`src/rtl/seg7_display_sequencer_if.sv`:
```
// Client request/grant and display-controller write bus shared by the
// sequencer (master side) and its environment (slave side).
interface seg7_display_sequencer_if #(
    parameter int ADDR_WIDTH = 32,
    parameter int DATA_WIDTH = 32,
    parameter int NUM_REQ    = 2
);
    logic [NUM_REQ-1:0]            i_req_valid;
    logic [NUM_REQ*DATA_WIDTH-1:0] i_req_value;
    logic [NUM_REQ-1:0]            o_req_ready;
    logic                          o_bus_wr;
    logic [ADDR_WIDTH-1:0]         o_bus_addr;
    logic [DATA_WIDTH-1:0]         o_bus_wdata;
    logic                          i_bus_ack;
    logic                          o_busy;

    modport master (
        input  i_req_valid, i_req_value, i_bus_ack,
        output o_req_ready, o_bus_wr, o_bus_addr, o_bus_wdata, o_busy
    );

    modport slave (
        output i_req_valid, i_req_value, i_bus_ack,
        input  o_req_ready, o_bus_wr, o_bus_addr, o_bus_wdata, o_busy
    );
endinterface

```
`src/rtl/seg7_display_sequencer.sv`:
```
// Round-robin arbiter over display clients feeding a digit-by-digit writer
// for the 7-segment controller, with optional periodic rewrite of the last value.
module seg7_display_sequencer #(
    parameter int          ADDR_WIDTH     = 32,
    parameter int          DATA_WIDTH     = 32,
    parameter logic [63:0] BASE_ADDR      = 64'hc000_1000,
    parameter int          NUM_7SEGMENTS  = 8,
    parameter int          NUM_REQ        = 2,
    parameter int          REFRESH_CYCLES = 0
) (
    input  logic                     clk,
    input  logic                     rst,
    seg7_display_sequencer_if.master bus
);
    localparam int PTR_W = (NUM_REQ > 1) ? $clog2(NUM_REQ) : 1;
    localparam int IDX_W = (NUM_7SEGMENTS > 1) ? $clog2(NUM_7SEGMENTS) : 1;
    localparam int CNT_W = (REFRESH_CYCLES > 1) ? $clog2(REFRESH_CYCLES) : 1;

    localparam logic [PTR_W-1:0] PTR_RESET    = PTR_W'(NUM_REQ - 1);
    localparam logic [IDX_W-1:0] LAST_IDX     = IDX_W'(NUM_7SEGMENTS - 1);
    localparam logic [CNT_W-1:0] REFRESH_LAST = CNT_W'((REFRESH_CYCLES > 0) ? REFRESH_CYCLES - 1 : 0);
    localparam logic             REFRESH_EN   = (REFRESH_CYCLES > 0);

    typedef enum logic {IDLE, WRITE} state_t;

    state_t                  state_q, state_d;
    logic [PTR_W-1:0]        last_grant_q;
    logic [IDX_W-1:0]        idx_q;
    logic [CNT_W-1:0]        refresh_cnt_q;
    logic                    have_value_q;
    logic [DATA_WIDTH-1:0]   value_q;

    logic                    grant_any;
    logic [PTR_W-1:0]        grant_idx;
    logic [NUM_REQ-1:0]      grant_oh;
    logic [DATA_WIDTH-1:0]   grant_value;
    logic                    accept;
    logic                    refresh_fire;
    logic                    last_ack;
    logic [3:0]              nibble;

    // Clients after last_grant are searched first, then the wrap-around half,
    // which yields the first valid client at or after last_grant+1.
    always_comb begin
        grant_any   = 1'b0;
        grant_idx   = last_grant_q;
        grant_oh    = '0;
        grant_value = '0;
        for (int j = 0; j < NUM_REQ; j++) begin
            if (!grant_any && bus.i_req_valid[j] && (j > int'(last_grant_q))) begin
                grant_any   = 1'b1;
                grant_idx   = PTR_W'(j);
                grant_oh[j] = 1'b1;
                grant_value = bus.i_req_value[j*DATA_WIDTH +: DATA_WIDTH];
            end
        end
        for (int j = 0; j < NUM_REQ; j++) begin
            if (!grant_any && bus.i_req_valid[j] && (j <= int'(last_grant_q))) begin
                grant_any   = 1'b1;
                grant_idx   = PTR_W'(j);
                grant_oh[j] = 1'b1;
                grant_value = bus.i_req_value[j*DATA_WIDTH +: DATA_WIDTH];
            end
        end
    end

    assign accept       = (state_q == IDLE) && !rst && grant_any;
    // Any pending request suppresses the refresh so the request always wins.
    assign refresh_fire = REFRESH_EN && have_value_q && (refresh_cnt_q == REFRESH_LAST)
                          && !(|bus.i_req_valid);
    assign last_ack     = bus.i_bus_ack && (idx_q == LAST_IDX);
    assign nibble       = 4'(value_q >> {idx_q, 2'b00});

    always_ff @(posedge clk) begin
        if (rst) begin
            state_q <= IDLE;
        end else begin
            state_q <= state_d;
        end
    end

    always_comb begin
        state_d         = state_q;
        bus.o_req_ready = '0;
        bus.o_bus_wr    = 1'b0;
        bus.o_busy      = 1'b0;
        bus.o_bus_addr  = '0;
        bus.o_bus_wdata = '0;
        unique case (state_q)
            IDLE: begin
                bus.o_req_ready = accept ? grant_oh : '0;
                if (accept || refresh_fire) begin
                    state_d = WRITE;
                end
            end
            WRITE: begin
                bus.o_bus_wr    = 1'b1;
                bus.o_busy      = 1'b1;
                bus.o_bus_addr  = ADDR_WIDTH'(BASE_ADDR) + ADDR_WIDTH'({idx_q, 2'b00});
                bus.o_bus_wdata = DATA_WIDTH'(nibble);
                if (last_ack) begin
                    state_d = IDLE;
                end
            end
            default: state_d = IDLE;
        endcase
    end

    // Control state: arbitration pointer, digit index, refresh timer.
    always_ff @(posedge clk) begin
        if (rst) begin
            last_grant_q  <= PTR_RESET;
            idx_q         <= '0;
            refresh_cnt_q <= '0;
            have_value_q  <= 1'b0;
        end else begin
            unique case (state_q)
                IDLE: begin
                    idx_q <= '0;
                    if (accept) begin
                        last_grant_q  <= grant_idx;
                        have_value_q  <= 1'b1;
                        refresh_cnt_q <= '0;
                    end else if (refresh_fire) begin
                        refresh_cnt_q <= '0;
                    end else if (REFRESH_EN && have_value_q) begin
                        refresh_cnt_q <= refresh_cnt_q + 1'b1;
                    end
                end
                WRITE: begin
                    refresh_cnt_q <= '0;
                    if (bus.i_bus_ack) begin
                        idx_q <= (idx_q == LAST_IDX) ? '0 : idx_q + 1'b1;
                    end
                end
                default: idx_q <= '0;
            endcase
        end
    end

    // The value only changes on a grant, so a busy sequence keeps its data.
    always_ff @(posedge clk) begin
        if (accept) begin
            value_q <= grant_value;
        end
    end
endmodule

```
`src/flat_wrapper.sv`:
```
// flat-port wrapper written by rule: the top's interface ports become plain ports
module seg7_display_sequencer_flat 
#(
    parameter int          ADDR_WIDTH     = 32,
    parameter int          DATA_WIDTH     = 32,
    parameter logic [63:0] BASE_ADDR      = 64'hc000_1000,
    parameter int          NUM_7SEGMENTS  = 8,
    parameter int          NUM_REQ        = 2,
    parameter int          REFRESH_CYCLES = 0
)
  (clk, rst, bus_i_req_valid, bus_i_req_value, bus_i_bus_ack, bus_o_req_ready, bus_o_bus_wr, bus_o_bus_addr, bus_o_bus_wdata, bus_o_busy);
  seg7_display_sequencer_if #(.ADDR_WIDTH(ADDR_WIDTH), .DATA_WIDTH(DATA_WIDTH), .NUM_REQ(NUM_REQ)) bus_i ();
  input  logic clk;
  input  logic rst;
  input wire logic [$bits(bus_i.i_req_valid)-1:0] bus_i_req_valid;
  input wire logic [$bits(bus_i.i_req_value)-1:0] bus_i_req_value;
  input wire logic [$bits(bus_i.i_bus_ack)-1:0] bus_i_bus_ack;
  output wire logic [$bits(bus_i.o_req_ready)-1:0] bus_o_req_ready;
  output wire logic [$bits(bus_i.o_bus_wr)-1:0] bus_o_bus_wr;
  output wire logic [$bits(bus_i.o_bus_addr)-1:0] bus_o_bus_addr;
  output wire logic [$bits(bus_i.o_bus_wdata)-1:0] bus_o_bus_wdata;
  output wire logic [$bits(bus_i.o_busy)-1:0] bus_o_busy;
  assign bus_i.i_req_valid = bus_i_req_valid;
  assign bus_i.i_req_value = bus_i_req_value;
  assign bus_i.i_bus_ack = bus_i_bus_ack;
  assign bus_o_req_ready = bus_i.o_req_ready;
  assign bus_o_bus_wr = bus_i.o_bus_wr;
  assign bus_o_bus_addr = bus_i.o_bus_addr;
  assign bus_o_bus_wdata = bus_i.o_bus_wdata;
  assign bus_o_busy = bus_i.o_busy;
  seg7_display_sequencer #(.ADDR_WIDTH(ADDR_WIDTH), .DATA_WIDTH(DATA_WIDTH), .BASE_ADDR(BASE_ADDR), .NUM_7SEGMENTS(NUM_7SEGMENTS), .NUM_REQ(NUM_REQ), .REFRESH_CYCLES(REFRESH_CYCLES)) u_core (.clk(clk), .rst(rst), .bus(bus_i));
endmodule
```
`config.mk`:
```
export PLATFORM = sky130hd
export DESIGN_NAME = seg7_display_sequencer_flat
export DESIGN_NICKNAME = d
export VERILOG_FILES = /design/src/rtl/seg7_display_sequencer_if.sv /design/src/rtl/seg7_display_sequencer.sv /design/src/flat_wrapper.sv
export SDC_FILE = /design/constraint.sdc
export NUM_CORES = 1
export LEC_CHECK = 0
export CAP_MARGIN = 20
export CELL_PAD_IN_SITES_DETAIL_PLACEMENT = 0
export CELL_PAD_IN_SITES_GLOBAL_PLACEMENT = 2
export CORE_MARGIN = 2
export CORE_UTILIZATION = 22
export CTS_CLUSTER_SIZE = 28
export DETAILED_ROUTE_END_ITERATION = 16
export GPL_TIMING_DRIVEN = 0
export PLACE_DENSITY_LB_ADDON = 0.2
export SYNTH_ARGS = -nofsm -noshare
export SYNTH_HDL_FRONTEND = slang
export SYNTH_SLANG_ARGS = --single-unit
```
`constraint.sdc`:
```
create_clock -name clk -period 2.2 [get_ports clk]
set_input_delay 0.22 -clock clk [delete_from_list [all_inputs] [get_ports clk]]
set_output_delay 0.22 -clock clk [all_outputs]
set_load 0.005 [all_outputs]
```
# ---- Word-level counts from Yosys, hierarchy flattened
# Cells that the tools add are included.
# W data, S select, Z words.
dict set report classes {
  n_eq_ne 2
  shift 1
  div 0
  n_reduce_logical 12
  mux 22
  n_lt_le_gt_ge 2
  bitwise_logic 1
  n_addsub 2
  mul 0
}
# cell n
set ops {}
lappend ops {{$mux W32} 4}
lappend ops {{$add A31 B6 Y32 const A} 1}
lappend ops {{$shr A32 B5 Y4} 1}
lappend ops {{$mux W1} 11}
lappend ops {{$logic_and A1 B1 Y1} 7}
lappend ops {{$mux W3} 2}
lappend ops {{$pmux W3 S2} 1}
lappend ops {{$mux W2} 2}
lappend ops {{$mux W4} 1}
lappend ops {{$add A3 B1 Y3 const B} 1}
lappend ops {{$eq A3 B3 Y1 const B} 1}
lappend ops {{$logic_not A1 Y1} 3}
lappend ops {{$reduce_and A3 Y1} 1}
lappend ops {{$reduce_bool A3 Y1} 1}
lappend ops {{$ne A2 B2 Y1 const B} 1}
lappend ops {{$pmux W1 S2} 1}
lappend ops {{$gt A1 B1 Y1 const A} 1}
lappend ops {{$le A1 B1 Y1 const A} 1}
lappend ops {{$not A1 Y1} 1}
dict set report word_totals {
  ram_bits 0
  regBits 37
  output_inout_bits 68
  elab_cells 46
  mem_count 0
  rom_bits 0
  latchBits 0
  input_bits 69
}

# ---- Logic depth before layout (Yosys ltp)
dict set report depth {
  ltp_word 13
  mapped_depth 5
  mapped_depth_nobuf 5
}

# ---- Worst setup path after synthesis
# No wires, ideal clock.
dict set report synth_path {
  path_kind {reg-to-reg}
  from {register u_core.state_q}
  to {register u_core.value_q[0], enable pin}
  path_stages_with_launch 5
  arrival_time_ps 1440
  setup_slack_ps 374
  n_path_buf 1
  required_time_ps 1813
  setup_time_ps 387
  cell_sequence {dfxtp_1 clkbuf_1 nor2_1 o21ai_0 inv_1}
}
dict set report synth_via {
  elab_chain_len 3
}
# item line_no
set synth_rtl {}
lappend synth_rtl {{start: declaration} seg7_display_sequencer.sv:26} ;# state_t state_q, state_d;
lappend synth_rtl {{start signal: assignment} seg7_display_sequencer.sv:78} ;# state_q <= state_d;
lappend synth_rtl {{$not A1 Y1 (no source line)} n/a}
lappend synth_rtl {{$logic_and A1 B1 Y1 (2 in series)} seg7_display_sequencer.sv:67} ;# assign accept = (state_q == IDLE) && !rst && grant_any;
lappend synth_rtl {{via u_core.accept} seg7_display_sequencer.sv:37} ;# logic accept;
lappend synth_rtl {{end signal: assignment} seg7_display_sequencer.sv:144} ;# value_q <= grant_value;
lappend synth_rtl {{end: declaration} seg7_display_sequencer.sv:31} ;# logic [DATA_WIDTH-1:0] value_q;
# The timed path passes the listed nets, and every way through them passes these cells.
# A chain may end at the register's enable or synchronous reset.

# ---- Worst setup path after layout
dict set report layout_path {
  from {register u_core.idx_q[0]}
  to {output port bus_o_bus_wdata[2]}
}
dict set report layout_via {
  elab_chain_len 2
}
# item line_no
set layout_rtl {}
lappend layout_rtl {{start: declaration} seg7_display_sequencer.sv:28} ;# logic [IDX_W-1:0] idx_q;
lappend layout_rtl {{start signal: assignment} seg7_display_sequencer.sv:133} ;# idx_q <= (idx_q == LAST_IDX) ? '0 : idx_q + 1'b1;
lappend layout_rtl {{$shr A32 B5 Y4} seg7_display_sequencer.sv:72} ;# assign nibble = 4'(value_q >> {idx_q, 2'b00});
lappend layout_rtl {{$mux W4} seg7_display_sequencer.sv:89} ;# unique case (state_q)
lappend layout_rtl {{end: declaration} flat_wrapper.sv:21} ;# output wire logic [$bits(bus_i.o_bus_wdata)-1:0] bus_o_bus_wdata;
# Every way passes these cells.

==> impl_metrics.csv <==
group,metric,value,unit
setup_path,cpPeakStageDelay,510,ps
status,status,"finished, final reports clean",
detailed_routing,routed_via_density,3.73,
place,place.gp.congestion,0.703,
power_and_ir_drop,finalPower,1.86,mW
synth,synth_edf_count,32,
final_layout,fin_area,3680,sq um
setup_path,critPathSlowestCell,"mux4_2",
floorplanning,start_util,0.226,
synth,syn_area_per_cell,12.3,sq um
setup_path,cp_max_fo,6,
setup_path,crit_chain,"buf_6 > buf_4 > mux4_2 > nor2_1 > a211oi_2 > dlygate4sd2_1",
clock_tree,cts_buffers,5,
final_layout,syn_to_final_growth,58.1,%
global_routing,grt_pass1_vias,1710,
setup_path,critPathKind,"register to output pin",
synth,synth_top_area_cell,"edfxtp_1",
clock_tree,cts_sinks,37,
detailed_routing,met3_length,439,microns
floorplanning,coreArea,10300,sq um
power_and_ir_drop,p_per_area,506,nW/um^2
setup_path,endpoint_kind,"output pin",
place,post_dp_cell_area,3550,sq um
setup_path,worstPathArrival,1880,ps
setup_path,crit_required,1980,ps
global_routing,antenna_found_initial,0,
synth,synth_ff_type,"edfxtp_1",
power_and_ir_drop,irDropWorstVdd,0.238,mV
global_routing,grt_max_degree,23,
detailed_routing,highest_layer,"met4",
synth,synth_area_leaders,"edfxtp_1, buf_4, a22o_1",
global_routing,globalRouteTotalUtil,0.106,
final_layout,mostFrequentLayoutCells,"clkdlybuf4s50_1, buf_4, conb_1, a22o_1, edfxtp_1",
clock_tree,clockBufferDepth,2,
global_routing,grt_pass1_wl,9090,microns
final_layout,drive_above_1_share,0.293,
timing,grt_setup_unrepaired,"no",
timing,fin_crit,2100,ps
place,hpwlAfterDp,4690,microns
detailed_routing,wl_per_cell,12.8,microns
detailed_routing,final_antenna_net_count,0,
detailed_routing,drt-met1-wl,2770,microns
setup_path,r2r_setup_slack,430,ps
synth,synth_area,2330,sq um
clock_tree,hold_buffers,0,
power_and_ir_drop,leakage,1.64,nW
floorplanning,io_pins,137,
synth,synth_seq_area_share,0.456,
clock_tree,clk_transition_reported_paths,70,ps
clock_tree,clk_latency,290,ps
floorplanning,dieArea,11400,sq um
timing,setup_violations,0,
timing,skew,12.2,ps
detailed_routing,vias,1768,
job,maxCapViolations,0,
timing,final_max_slew_viol_count,0,
clock_tree,cts_root_buf,"clkbuf_8",
detailed_routing,dr_wl_met2,2840,microns
detailed_routing,drt-total-wl,6070,microns
detailed_routing,drt_iter0_drc,71,
floorplanning,die_h,107,microns
detailed_routing,firstDrtPassIters,4,
timing,period_share,0.953,
synth,yosys_register_bits,37,
timing,fmax,477,MHz
worst_hold_path,hold_path_class,"input pin to register",
floorplanning,row_count,37,
timing,tightest_slew,532,ps
synth,ys.warnings.count,0,
clock_tree,htreeDepth,2,
final_layout,final_common_cell,"clkdlybuf4s50_1",
synth,async_flop_share,0,
timing,fin_ws,104,ps
synth,synth_cell_types,25,
clock_tree,cts_tree,"yes",
timing,max_slew_margin,0.645,
place,io_buffers,82,
setup_path,worstSetupStartpointType,"register",
final_layout,n_antenna_cell,0,
synth,syn-instance-count,190,
detailed_routing,drc,0,
timing,hold_viol,0,
place,dp_slack,-80.5,ps
synth,yosysTopAreaCellShare,0.413,
final_layout,final_net_count,408,
global_routing,overflow,0,
floorplanning,die_w,107,microns
[where the power goes]
part | internal (mW) | switching (mW) | leakage (nW)
combinational | 0.328 | 0.198 | 1.25
clock | 0.225 | 0.261 | 0.0445
sequential | 0.831 | 0.0200 | 0.347
[state kept, by name (all words and copies together) (netlist names)]
signal and cells:
u_core.value_q 32, u_core.last_grant_q 1, u_core.idx_q 3, u_core.state_q 1
[stage by stage]
stage | utilization | setup TNS [ps] | std cells | hold slack (ps)
2_1_floorplan | - | 0 | 243 | 325
3_3_place_gp | 0.341 | -7640 | 461 | 587
3_5_place_dp | 0.343 | -154 | 462 | 602
4_1_cts | 0.355 | -9.95 | 474 | 583
5_1_grt | 0.357 | 0 | 474 | 404
6_report | 0.357 | 0 | 474 | 385
[worst paths after layout]
path / end / cells after the start / startpoint
worst min register to register: u_core.last_grant_q / 1 / u_core.last_grant_q
worst min-delay path: u_core.last_grant_q / 2 / bus_i_req_valid[1]
worst max-delay path: bus_o_bus_wdata[2] / 6 / u_core.idx_q[0]
worst max register to register: u_core.value_q[26] / 5 / u_core.state_q
[area by class of cell]
type,count,area [sq um]
multi-input cells,136,946
plain buffers,67,517
fillers,1025,6640
inverters,3,11.3
clock inverters,3,21.3
well taps,136,170
repair buffers,87,882
clock buffers,5,68.8
flip-flops and latches,37,1070
[timing repair]
| action | 4_1_cts | 5_1_grt |
|---|---|---|
| gates resized for setup | 7 | 8 |
| pin swaps | 0 | 1 |
| setup buffers | 4 | 0 |
| endpoints found under the setup margin | 6 | 3 |
[cells in the mapped netlist (3+ instances only)]
cell type / n
dfxtp_1: 5
o21ai_0: 5
nor2_1: 11
mux2_2: 4
edfxtp_1: 32
mux4_2: 4
a22o_1: 32
a211oi_2: 4
inv_1: 3
mux2i_1: 7
buf_4: 61
buf_6: 4
[worst max-delay path, delay by kind of cell (launching register included)]
kind | cells | cell delay (ps)
AND/OR/NAND/NOR | 1 | 130
multiplexers | 1 | 510
AO/OA/AOI/OAI | 1 | 40
flip-flops | 1 | 340
buffers and inverters | 3 | 560
[kinds of logic after synthesis]
| logic type | synth area share |
|---|---|
| fa+ha+maj | 0.0107 |
| mux | 0.0881 |
| other cells | 0.00161 |
| compound gates | 0.181 |
| buf+inv | 0.225 |
| flops | 0.456 |
| simple gates | 0.0387 |
[layer usage]
| metal | GRT usage | vias up |
|---|---|---|
| li1 | - | 885 |
| met1 | 0.140 | 802 |
| met2 | 0.174 | 79 |
| met3 | 0.0280 | 2 |
| met4 | 0.0250 | 0 |
| met5 | 0 | - |
Power figures use the tool's default switching activity.
